**src/rtl/sht40_pkg.sv**
```systemverilog
// Shared types and constants for the SHT40 I2C responder.
// Latency: n/a (declarations and one pure function only).
// Backpressure: n/a.
package sht40_pkg;

  typedef enum logic [2:0] {
    ST_IDLE,
    ST_ADDR,
    ST_ADDR_ACK,
    ST_CMD,
    ST_CMD_ACK,
    ST_TX_BYTE,
    ST_TX_ACK,
    ST_WAIT_STOP
  } state_e;

  localparam logic [6:0]  DEV_ADDR_DEFAULT      = 7'h44;
  localparam logic [7:0]  CMD_MEASURE_DEFAULT   = 8'hFD;
  localparam logic [7:0]  CMD_SOFTRESET_DEFAULT = 8'h94;
  localparam int unsigned MEAS_CYCLES_DEFAULT   = 1000;

  localparam logic [7:0]  CRC_POLY    = 8'h31;
  localparam logic [7:0]  CRC_INIT    = 8'hFF;
  localparam int          FRAME_BYTES = 6;
  localparam logic [7:0]  FILL_BYTE   = 8'hFF;

  // Byte of the read frame at position idx; anything past the frame is idle-high fill.
  function automatic logic [7:0] frame_byte(input logic [2:0]  idx,
                                            input logic [15:0] t_word,
                                            input logic [15:0] rh_word,
                                            input logic [7:0]  t_crc,
                                            input logic [7:0]  rh_crc,
                                            input logic        inj);
    logic [7:0] b;
    case (idx)
      3'd0:    b = t_word[15:8];
      3'd1:    b = t_word[7:0];
      3'd2:    b = t_crc ^ {7'd0, inj};
      3'd3:    b = rh_word[15:8];
      3'd4:    b = rh_word[7:0];
      3'd5:    b = rh_crc ^ {7'd0, inj};
      default: b = FILL_BYTE;
    endcase
    return b;
  endfunction

endpackage

```
**src/rtl/sht40_crc8.sv**
```systemverilog
// CRC-8 (poly 0x31, init 0xFF, no reflection, no final XOR) over one 16-bit word.
// Latency: purely combinational.
// Backpressure: none.
module sht40_crc8
  import sht40_pkg::*;
(
  input  logic [15:0] data_in,
  output logic [7:0]  crc_out
);

  // Unrolled MSB-first shift/XOR, one step per data bit.
  always_comb begin : crc_calc
    logic [7:0] c;
    logic       fb;
    c = CRC_INIT;
    for (int i = 15; i >= 0; i--) begin
      fb = c[7] ^ data_in[i];
      c  = {c[6:0], 1'b0} ^ (fb ? CRC_POLY : 8'h00);
    end
    crc_out = c;
  end

endmodule

```
**src/rtl/i2c_sht40_responder.sv**
```systemverilog
// I2C target emulating an SHT40: address/command decode, timed measurement, 6-byte CRC'd read frame.
// Latency: 3 clk from pin change to edge detect; sda_oe moves 1 clk after SCL-fall detect; Data_Ready MEAS_CYCLES after Cmd_Strobe.
// Backpressure: reads before Data_Ready are NACKed; master NACK ends a read. Optional SHT40_CRC_INJECT_EN adds Crc_Inject.
module i2c_sht40_responder
  import sht40_pkg::*;
#(
  parameter logic [6:0]  DEV_ADDR      = DEV_ADDR_DEFAULT,
  parameter logic [7:0]  CMD_MEASURE   = CMD_MEASURE_DEFAULT,
  parameter logic [7:0]  CMD_SOFTRESET = CMD_SOFTRESET_DEFAULT,
  parameter int unsigned MEAS_CYCLES   = MEAS_CYCLES_DEFAULT
) (
  input  logic        clk,
  input  logic        rst,
  input  logic        scl_in,
  input  logic        sda_in,
  output logic        sda_oe,
  input  logic [15:0] Temp_Raw,
  input  logic [15:0] RH_Raw,
`ifdef SHT40_CRC_INJECT_EN
  input  logic        Crc_Inject,
`endif
  output logic        Cmd_Strobe,
  output logic [7:0]  Cmd_Byte,
  output logic        Data_Ready
);

  localparam logic [19:0] MEAS_LOAD = 20'(MEAS_CYCLES);

  // Synchronizer and edge-detect history (reset to the idle-high bus level).
  logic scl_s1_q, scl_s2_q, scl_prev_q;
  logic sda_s1_q, sda_s2_q, sda_prev_q;

  state_e      state_q, state_d;
  logic [3:0]  bit_cnt_q, bit_cnt_d;
  logic [7:0]  shift_q, shift_d;
  logic [2:0]  byte_idx_q, byte_idx_d;
  logic        rw_q, rw_d;
  logic        mack_q, mack_d;
  logic        inj_q, inj_d;
  logic        sda_oe_q, sda_oe_d;
  logic        cmd_strobe_q, cmd_strobe_d;
  logic [7:0]  cmd_byte_q, cmd_byte_d;
  logic        data_ready_q, data_ready_d;
  logic [19:0] meas_cnt_q, meas_cnt_d;
  logic [15:0] temp_q, temp_d;
  logic [15:0] rh_q, rh_d;
  logic [7:0]  crc_t_q, crc_t_d;
  logic [7:0]  crc_rh_q, crc_rh_d;

  logic       scl_rise, scl_fall, start_det, stop_det;
  logic       read_done;
  logic       inj_in;
  logic [7:0] crc_t_in, crc_rh_in;
  logic [7:0] cur_byte, nxt_byte;
  logic [2:0] nxt_idx, tx_bit_sel;

`ifdef SHT40_CRC_INJECT_EN
  assign inj_in = Crc_Inject;
`else
  assign inj_in = 1'b0;
`endif

  sht40_crc8 u_crc_t  (.data_in(Temp_Raw), .crc_out(crc_t_in));
  sht40_crc8 u_crc_rh (.data_in(RH_Raw),   .crc_out(crc_rh_in));

  assign scl_rise  =  scl_s2_q & ~scl_prev_q;
  assign scl_fall  = ~scl_s2_q &  scl_prev_q;
  assign start_det =  scl_s2_q &  scl_prev_q & ~sda_s2_q &  sda_prev_q;
  assign stop_det  =  scl_s2_q &  scl_prev_q &  sda_s2_q & ~sda_prev_q;

  assign nxt_idx    = (byte_idx_q == 3'd6) ? 3'd6 : byte_idx_q + 3'd1;
  assign tx_bit_sel = 3'd7 - bit_cnt_q[2:0];
  assign cur_byte   = frame_byte(byte_idx_q, temp_q, rh_q, crc_t_q, crc_rh_q, inj_q);
  assign nxt_byte   = frame_byte(nxt_idx,    temp_q, rh_q, crc_t_q, crc_rh_q, inj_q);

  // Bus FSM: START/STOP override everything, otherwise bit shifting and ACK handling per state.
  always_comb begin
    state_d      = state_q;
    bit_cnt_d    = bit_cnt_q;
    shift_d      = shift_q;
    byte_idx_d   = byte_idx_q;
    rw_d         = rw_q;
    mack_d       = mack_q;
    inj_d        = inj_q;
    sda_oe_d     = sda_oe_q;
    cmd_strobe_d = 1'b0;
    cmd_byte_d   = cmd_byte_q;
    read_done    = 1'b0;
    if (stop_det) begin
      state_d   = ST_IDLE;
      sda_oe_d  = 1'b0;
      bit_cnt_d = 4'd0;
    end else if (start_det) begin
      state_d    = ST_ADDR;
      sda_oe_d   = 1'b0;
      bit_cnt_d  = 4'd0;
      byte_idx_d = 3'd0;
    end else begin
      case (state_q)
        ST_ADDR, ST_CMD: begin
          if (scl_rise) begin
            shift_d   = {shift_q[6:0], sda_s2_q};
            bit_cnt_d = bit_cnt_q + 4'd1;
          end else if (scl_fall && bit_cnt_q == 4'd8) begin
            bit_cnt_d = 4'd0;
            if (state_q == ST_ADDR) begin
              if (shift_q[7:1] == DEV_ADDR && (!shift_q[0] || data_ready_q)) begin
                state_d  = ST_ADDR_ACK;
                sda_oe_d = 1'b1;
                rw_d     = shift_q[0];
                if (shift_q[0]) inj_d = inj_in;
              end else begin
                state_d  = ST_WAIT_STOP;
                sda_oe_d = 1'b0;
              end
            end else begin
              state_d      = ST_CMD_ACK;
              sda_oe_d     = 1'b1;
              cmd_strobe_d = 1'b1;
              cmd_byte_d   = shift_q;
            end
          end
        end
        ST_ADDR_ACK: begin
          if (scl_fall) begin
            bit_cnt_d = 4'd0;
            if (rw_q) begin
              state_d    = ST_TX_BYTE;
              byte_idx_d = 3'd0;
              sda_oe_d   = ~temp_q[15];
            end else begin
              state_d  = ST_CMD;
              sda_oe_d = 1'b0;
            end
          end
        end
        ST_CMD_ACK: begin
          if (scl_fall) begin
            state_d  = ST_WAIT_STOP;
            sda_oe_d = 1'b0;
          end
        end
        ST_TX_BYTE: begin
          if (scl_rise) begin
            bit_cnt_d = bit_cnt_q + 4'd1;
          end else if (scl_fall) begin
            if (bit_cnt_q == 4'd8) begin
              state_d   = ST_TX_ACK;
              sda_oe_d  = 1'b0;
              bit_cnt_d = 4'd0;
            end else begin
              sda_oe_d = ~cur_byte[tx_bit_sel];
            end
          end
        end
        ST_TX_ACK: begin
          if (scl_rise) begin
            mack_d = ~sda_s2_q;
          end else if (scl_fall) begin
            if (mack_q) begin
              state_d    = ST_TX_BYTE;
              byte_idx_d = nxt_idx;
              sda_oe_d   = ~nxt_byte[7];
            end else begin
              state_d   = ST_WAIT_STOP;
              sda_oe_d  = 1'b0;
              read_done = (byte_idx_q >= 3'(FRAME_BYTES - 1));
            end
          end
        end
        ST_IDLE, ST_WAIT_STOP: ;
        default: state_d = ST_IDLE;
      endcase
    end
  end

  // Measurement timer, data latch and Data_Ready bookkeeping driven by accepted commands.
  always_comb begin
    meas_cnt_d   = meas_cnt_q;
    data_ready_d = data_ready_q;
    temp_d       = temp_q;
    rh_d         = rh_q;
    crc_t_d      = crc_t_q;
    crc_rh_d     = crc_rh_q;
    if (meas_cnt_q != 20'd0) begin
      meas_cnt_d = meas_cnt_q - 20'd1;
      if (meas_cnt_q == 20'd1) data_ready_d = 1'b1;
    end
    if (read_done) data_ready_d = 1'b0;
    if (cmd_strobe_d) begin
      if (cmd_byte_d == CMD_MEASURE) begin
        temp_d       = Temp_Raw;
        rh_d         = RH_Raw;
        crc_t_d      = crc_t_in;
        crc_rh_d     = crc_rh_in;
        meas_cnt_d   = MEAS_LOAD;
        data_ready_d = 1'b0;
      end else if (cmd_byte_d == CMD_SOFTRESET) begin
        meas_cnt_d   = 20'd0;
        data_ready_d = 1'b0;
      end
    end
  end

  // All state registers, synchronous active-high reset.
  always_ff @(posedge clk) begin
    if (rst) begin
      scl_s1_q     <= 1'b1;
      scl_s2_q     <= 1'b1;
      scl_prev_q   <= 1'b1;
      sda_s1_q     <= 1'b1;
      sda_s2_q     <= 1'b1;
      sda_prev_q   <= 1'b1;
      state_q      <= ST_IDLE;
      bit_cnt_q    <= 4'd0;
      shift_q      <= 8'd0;
      byte_idx_q   <= 3'd0;
      rw_q         <= 1'b0;
      mack_q       <= 1'b0;
      inj_q        <= 1'b0;
      sda_oe_q     <= 1'b0;
      cmd_strobe_q <= 1'b0;
      cmd_byte_q   <= 8'h00;
      data_ready_q <= 1'b0;
      meas_cnt_q   <= 20'd0;
      temp_q       <= 16'd0;
      rh_q         <= 16'd0;
      crc_t_q      <= 8'd0;
      crc_rh_q     <= 8'd0;
    end else begin
      scl_s1_q     <= scl_in;
      scl_s2_q     <= scl_s1_q;
      scl_prev_q   <= scl_s2_q;
      sda_s1_q     <= sda_in;
      sda_s2_q     <= sda_s1_q;
      sda_prev_q   <= sda_s2_q;
      state_q      <= state_d;
      bit_cnt_q    <= bit_cnt_d;
      shift_q      <= shift_d;
      byte_idx_q   <= byte_idx_d;
      rw_q         <= rw_d;
      mack_q       <= mack_d;
      inj_q        <= inj_d;
      sda_oe_q     <= sda_oe_d;
      cmd_strobe_q <= cmd_strobe_d;
      cmd_byte_q   <= cmd_byte_d;
      data_ready_q <= data_ready_d;
      meas_cnt_q   <= meas_cnt_d;
      temp_q       <= temp_d;
      rh_q         <= rh_d;
      crc_t_q      <= crc_t_d;
      crc_rh_q     <= crc_rh_d;
    end
  end

  assign sda_oe     = sda_oe_q;
  assign Cmd_Strobe = cmd_strobe_q;
  assign Cmd_Byte   = cmd_byte_q;
  assign Data_Ready = data_ready_q;

endmodule

```
**config.mk**
```make
export PLATFORM = sky130hd
export DESIGN_NAME = i2c_sht40_responder
export DESIGN_NICKNAME = d
export VERILOG_FILES = /design/src/rtl/sht40_pkg.sv /design/src/rtl/sht40_crc8.sv /design/src/rtl/i2c_sht40_responder.sv
export SDC_FILE = /design/constraint.sdc
export NUM_CORES = 1
export LEC_CHECK = 0
export CORE_MARGIN = 2
export CORE_UTILIZATION = 35
export DETAILED_ROUTE_END_ITERATION = 8
export PLACE_DENSITY = 0.59
export SYNTH_ARGS = -nofsm -noshare
export SYNTH_HDL_FRONTEND = slang
export SYNTH_SLANG_ARGS = --single-unit
```
**constraint.sdc**
```tcl
create_clock -name clk -period 2.9 [get_ports clk]
set_input_delay 0.87 -clock clk [delete_from_list [all_inputs] [get_ports clk]]
set_output_delay 0.87 -clock clk [all_outputs]
set_load 0.02 [all_outputs]
```
# ---- Word level (Yosys, flattened, before mapping)
# Cells that the tools add are included.
dict set report word_totals {
  out_inout_bits 11
  wordCells 283
  latch_bits 0
  inputBits 36
  mem_count 0
  ff_bits 105
  romBits 0
  ramBits 0
}
dict set report op_classes {
  n_shift 0
  reduce_logical 23
  muxes 108
  bitwise 79
  n_eq_ne 45
  n_div 0
  add_sub_neg 4
  n_lt_le_gt_ge 2
  mul 0
}
# operator n
set ops {}
lappend ops {{$xor A8 B8 Y8} 30}
lappend ops {{$mux W6} 32}
lappend ops {{$pmux W8 S6} 2}
lappend ops {{$mux W20} 4}
lappend ops {{$mux W3} 19}
lappend ops {{$mux W8} 6}
lappend ops {{$ne A3 B3 Y1 const B} 14}
lappend ops {{$mux W1} 33}
lappend ops {{$xor A1 B1 Y1} 30}
lappend ops {{$eq A3 B3 Y1 const B} 8}
lappend ops {{$mux W4} 6}
lappend ops {{$eq A20 B1 Y1 const B} 1}
lappend ops {{$reduce_and A10 Y1} 2}
lappend ops {{$reduce_bool A20 Y1} 1}
lappend ops {{$sub A20 B1 Y20 const B} 1}
lappend ops {{$eq A3 B2 Y1 const B} 6}
lappend ops {{$ne A2 B2 Y1 const B} 9}
lappend ops {{$eq A8 B8 Y1 const B} 2}
lappend ops {{$pmux W3 S5} 1}
lappend ops {{$not A7 Y7} 2}
lappend ops {{$reduce_and A7 Y1} 2}
lappend ops {{$pmux W4 S3} 1}
lappend ops {{$not A1 Y1} 10}
lappend ops {{$eq A3 B1 Y1 const B} 3}
lappend ops {{other kinds (25)} 36}

# ---- Longest topological paths before layout
dict set report logic_depth {
  ltp_word 47
  depth_mapped 10
  mapped_depth_nobuf 8
}

# ---- Modules after synthesis
# Synthesis repeated with hierarchy kept, for this count alone.
dict set report hier_totals {
  hier_cells 682
  area_unflattened_um2 5856.9
}
# mod instances area_each_um2 cells_each seq_area_each_um2
set modules_own_cells {}
lappend modules_own_cells {i2c_sht40_responder 1 5018.6 618 2102.0}
lappend modules_own_cells {sht40_crc8 2 419.2 32 0.0}

# ---- Least setup slack after synthesis
# OpenSTA, ideal clock, no wires.
dict set report synth_timing {
  kind {input-to-reg}
  startpoint {input RH_Raw[8]}
  endpoint {register crc_rh_q[6]}
  setup_slack_ps 524
  arrival_time_ps 2297
  path_stages 6
  required_ps 2821
  cell_sequence {xnor2_1 -> xnor2_2 -> xnor2_1 -> xnor2_2 -> xnor3_1 -> a211oi_2}
}
dict set report synth_between {
  elab_chain_cells 15
  elab_cells_between_ends 19
  classes_between {mux (5); bitwise (14)}
}
# element line
set synth_rtl {}
lappend synth_rtl {{start: declaration} i2c_sht40_responder.sv:18} ;# input logic [15:0] RH_Raw,
lappend synth_rtl {{$xor A1 B1 Y1 (*)} sht40_crc8.sv:17} ;# fb = c[7] ^ data_in[i];
lappend synth_rtl {{$mux W6 (*)} sht40_crc8.sv:18} ;# c = {c[6:0], 1'b0} ^ (fb ? CRC_POLY : 8'h00);
lappend synth_rtl {{$xor A8 B8 Y8 (*) (3 in a row)} sht40_crc8.sv:18}
lappend synth_rtl {{$xor A1 B1 Y1 or $xor A8 B8 Y8 (tied branches)} {sht40_crc8.sv:17, sht40_crc8.sv:18}}
lappend synth_rtl {{$mux W6 or $xor A1 B1 Y1 (tied branches)} {sht40_crc8.sv:18, sht40_crc8.sv:17}}
lappend synth_rtl {{$xor A8 B8 Y8 (*) (3 in a row)} sht40_crc8.sv:18}
lappend synth_rtl {{$xor A1 B1 Y1 or $xor A8 B8 Y8 (tied branches)} {sht40_crc8.sv:17, sht40_crc8.sv:18}}
lappend synth_rtl {{$mux W6 or $xor A1 B1 Y1 (tied branches)} {sht40_crc8.sv:18, sht40_crc8.sv:17}}
lappend synth_rtl {{$xor A8 B8 Y8 (*) (3 in a row)} sht40_crc8.sv:18}
lappend synth_rtl {{end signal: assignment} i2c_sht40_responder.sv:252} ;# crc_rh_q <= crc_rh_d;
lappend synth_rtl {{end: declaration} i2c_sht40_responder.sv:48} ;# logic [7:0] crc_rh_q, crc_rh_d;
# Mark *: on every way between the ends. The rest lies on a longest branch, timed or not.
# A chain may end at the register's enable or synchronous reset.

# ---- Worst setup path in the final report
dict set report layout_timing {
  startpoint {register byte_idx_q[1]}
  endpoint {register sda_oe_q (netlist: sda_oe)}
}
dict set report layout_between {
  elab_chain_cells 9
  elab_cells_between_ends 28
  classes_between {add/sub (1); eq/ne (11); mux (12); bitwise (2); reduce/logical (2)}
}
# element line
set layout_rtl {}
lappend layout_rtl {{start: declaration} i2c_sht40_responder.sv:36} ;# logic [2:0] byte_idx_q, byte_idx_d;
lappend layout_rtl {{start signal: assignment} i2c_sht40_responder.sv:240} ;# byte_idx_q <= byte_idx_d;
lappend layout_rtl {{$add A3 B1 Y3, or another cell as far along} i2c_sht40_responder.sv:71} ;# assign nxt_idx = (byte_idx_q == 3'd6) ? 3'd6 : byte_idx_q + 3'd1;
lappend layout_rtl {{$mux W3 or $pmux W8 S6 (tied branches)} {i2c_sht40_responder.sv:71, sht40_pkg.sv:35}}
lappend layout_rtl {{$eq A3 B3 Y1, or another cell as far along} sht40_pkg.sv:35} ;# case (idx)
lappend layout_rtl {{$pmux W8 S6 or $mux W1 (tied branches)} {sht40_pkg.sv:35, i2c_sht40_responder.sv:152}}
lappend layout_rtl {{$not A1 Y1, on equally long branches} {i2c_sht40_responder.sv:163, i2c_sht40_responder.sv:152}}
lappend layout_rtl {{$mux W1, on equally long branches} {i2c_sht40_responder.sv:160, i2c_sht40_responder.sv:147}}
lappend layout_rtl {{$mux W1, on equally long branches} {i2c_sht40_responder.sv:159, i2c_sht40_responder.sv:146}}
lappend layout_rtl {{$mux W1, on equally long branches} {i2c_sht40_responder.sv:157, i2c_sht40_responder.sv:144}}
lappend layout_rtl {{$pmux W1 S5 (*)} i2c_sht40_responder.sv:99} ;# case (state_q)
lappend layout_rtl {{end signal: assignment} i2c_sht40_responder.sv:244} ;# sda_oe_q <= sda_oe_d;
lappend layout_rtl {{end: declaration} i2c_sht40_responder.sv:40} ;# logic sda_oe_q, sda_oe_d;
# Mark *: on every way between the ends. The rest lies on a longest branch, timed or not. The select of a mux whose other input is x is not followed.

==> summary.txt <==
via/cell ratio - 5.180
Total GRT Usage - 16.88%
R2R Path End - sda_oe
pre-CTS setup slack - -0.04881 ns
core box area - 15940 um2
fin nets - 783
Setup WS post-layout - 0.3313 ns
CP max stage delay - 0.41 ns
EDFF count, synth - 0
reg2reg path depth - 8
Reg area - 2102 um2
Total Wirelength - 14.29 mm
reg2reg setup slack - 0.33 ns
die width - 131.7 um
first-pass GRT wire length - 24.11 mm
WHS - 0.4108 ns
# DRC - 0
post-synthesis instance area - 5710 um2
total CTS buffers - 9
Routed Antenna Nets - 0
Final setup viols - 0
Max IR drop VDD - 0.2953 mV
initial antenna violation count - 0
share of layout cells above drive strength 1 - 10.30%
P_int - 3.081 mW
count of input and output buffers - 46
largest net degree at the start of global routing - 42
RePlAce Congestion - 0.9011
Setup Skew - 0.004743 ns
clock share of power - 29.8%
CP arrival - 2.83 ns
Final Max Tran Viols - 0
f_max - 0.3893 GHz
WHS Path Cells - 1
required time worst endpoint - 3.16 ns
crit end category - flop
H-tree Lvls - 3
Comb pwr share - 32.6%
status - finished clean
Critical Path Start - byte_idx_q[1]
crit-path max FO - 16
Max-Slew Margin vs Limit - 44.91%
yosys warns - 0
Worst-Margin Slew - 0.8248 ns
# rows - 46
worst hold path startpoint - sda_s1_q
library cells used by synthesis - 61
area grow syn2layout - 20.73%
worst hold path type - flop to flop
WL per Instance - 14.98 um
root buffer cell - clkbuf_16
die area - 17350 um2
Reg power frac - 37.6%
Syn Inst Count - 679
design area - 6894 um2
post-CTS setup buffers - 0
Fillers - 1596
post-cts hold buffer count - 0
hpwl dp - 10.65 mm
Post-DP Area - 6564 um2
Worst-Skew Late Latency - 0.35 ns
Reg clk slew, reported paths - 0.07 ns
# Max-Cap Violations - 0
FF-to-FF Start - byte_idx_q[1]
Synth Net Count - 729
Syn Area/Cell - 8.410 um2
area of the multi-input gates - 3408 um2
final cycle utilization of the critical path - 88.58%
CP max-delay cell - dfxtp_1
Leak - 2.445 nW
post-synthesis sequential area ratio - 36.81%
WP buf/inv - 1
drt first pass iters - 5
Hold Path Sink - sda_s2_q
Clock Path Buffers - 2
Period minus WS final - 2.569 ns
#FFs+latches synth - 105
post-synthesis async set-or-reset flop share - 0%
Sink Count - 105
power density cells - 657.1 nW/um2
NetSw - 1.449 mW
Crit Path Class - flop to flop
vias - 4942
Die Y-Extent - 131.7 um
n_diodes - 0
GRT overflow - 0
cells along the critical path - inv_1 > ha_1 > a222oi_1 > nand2_1 > a221o_1 > and4_1 > a2111o_1 > a211oi_1
commonest cells after routing, fill and taps aside - dfxtp_1 (105), nand2_1 (102), a21oi_1 (71)
post-CTS sizing - 0
switch share - 31.99%
most common cell after layout, fill and taps aside - dfxtp_1
I/O pin count - 47
RSZ-0062 raised after global routing - no
number of global-route vias before repair - 4887
CP delay by family, top - compound AO/OA/AOI/OAI gates
Setup crit start kind - flop
Starting Density - 35.82%
TritonCTS clock tree - done
Final Util - 43.24%
Final Hold Fails - 0
First DRT Iteration DRCs - 328
Top FF cell, synth - dfxtp_1
==> flip-flops by register name (all words and copies together), names as in the netlist, 3 cells and up <==
register / cells
crc_rh_q: 8
crc_t_q: 8
bit_cnt_q: 4
rh_q: 16
temp_q: 16
meas_cnt_q: 20
Cmd_Byte: 8
state_q: 3
byte_idx_q: 3
shift_q: 8
==> cell type report <==
type                    instances  area share (%)
clock inverters                 4           1.071
repair buffers                 80           10.49
clock buffers                  12           3.721
inverters                      16          0.8711
flip-flops and latches        105           30.49
multi-input cells             521           49.44
well taps                     216           3.920
==> power groups by stage <==
stage / Combinational, mW / Clock (mW) / Sequential, mW
2_1_floorplan: 1.15 / 0 / 1.71
3_3_place_gp: 1.43 / 0 / 1.72
3_5_place_dp: 1.47 / 0 / 1.73
4_1_cts: 1.48 / 1.39 / 1.70
5_1_grt: 1.64 / 1.44 / 1.72
6_report: 1.48 / 1.35 / 1.70
==> worst register-to-register path, stage by stage (launching register included) <==
cell and delay [ns]:
dfxtp_1 0.41, inv_1 0.09, ha_1 0.40, a222oi_1 0.41, nand2_1 0.10, a221o_1 0.30, and4_1 0.19, a2111o_1 0.31
a211oi_1 0.28
==> synthesized netlist by cell type (9+ instances only) <==
cell type  instances  area (um2)
a211oi_1          11       82.58
nand3_1           16       80.08
xnor2_1           53       464.2
a21oi_1           71       355.3
dfxtp_1          105        2102
xor2_1            24       210.2
nand3b_1           9       67.56
nor2_1            51       191.4
mux2i_1           11       110.1
o21ai_0           26       130.1
clkbuf_1          29       108.9
a22oi_1           12       90.09
inv_1             16       60.06
nor3_1            11       55.05
ha_1              14       175.2
nand2_1          102       382.9
==> stage by stage <==
step	std cells	total power, mW	setup TNS (ns)
final	954	4.530	0
after global routing	954	4.810	0
after CTS	954	4.572	0
after detailed placement	938	3.202	-0.06370
after global placement	938	3.153	0
after floorplan	679	2.860	0
==> metal layers <==
layer,wire length [um],GRT usage (%),up-vias
met1,6434,21.23,2347
met4,218,5.133,0
met2,7103,29.52,111
met5,0,0,-
met3,538,2.960,16
li1,-,-,2468
==> logic make-up (layout without fill, tap and decap cells) <==
logic type / Yosys count / after routing / synth area share (%)
fa+ha+maj: 14 / 14 / 3.068
xor+xnor: 86 / 86 / 14.92
flops: 105 / 105 / 36.81
buf+inv: 53 / 112 / 3.615
mux: 17 / 17 / 3.308
simple gates: 246 / 246 / 20.75
compound gates: 158 / 158 / 17.53
==> worst max path at each step <==
stage | endpoint | slack (ns) | depth (start not counted)
after floorplan | crc_rh_q[6] | 0.52 | 6
after global placement | crc_rh_q[6] | 0.06 | 7
after detailed placement | crc_t_q[6] | -0.05 | 7
after CTS | sda_oe | 0.32 | 9
after global routing | crc_t_q[6] | 0.13 | 7
final | sda_oe | 0.33 | 8
No activity file was read; power rests on OpenSTA's default activity.
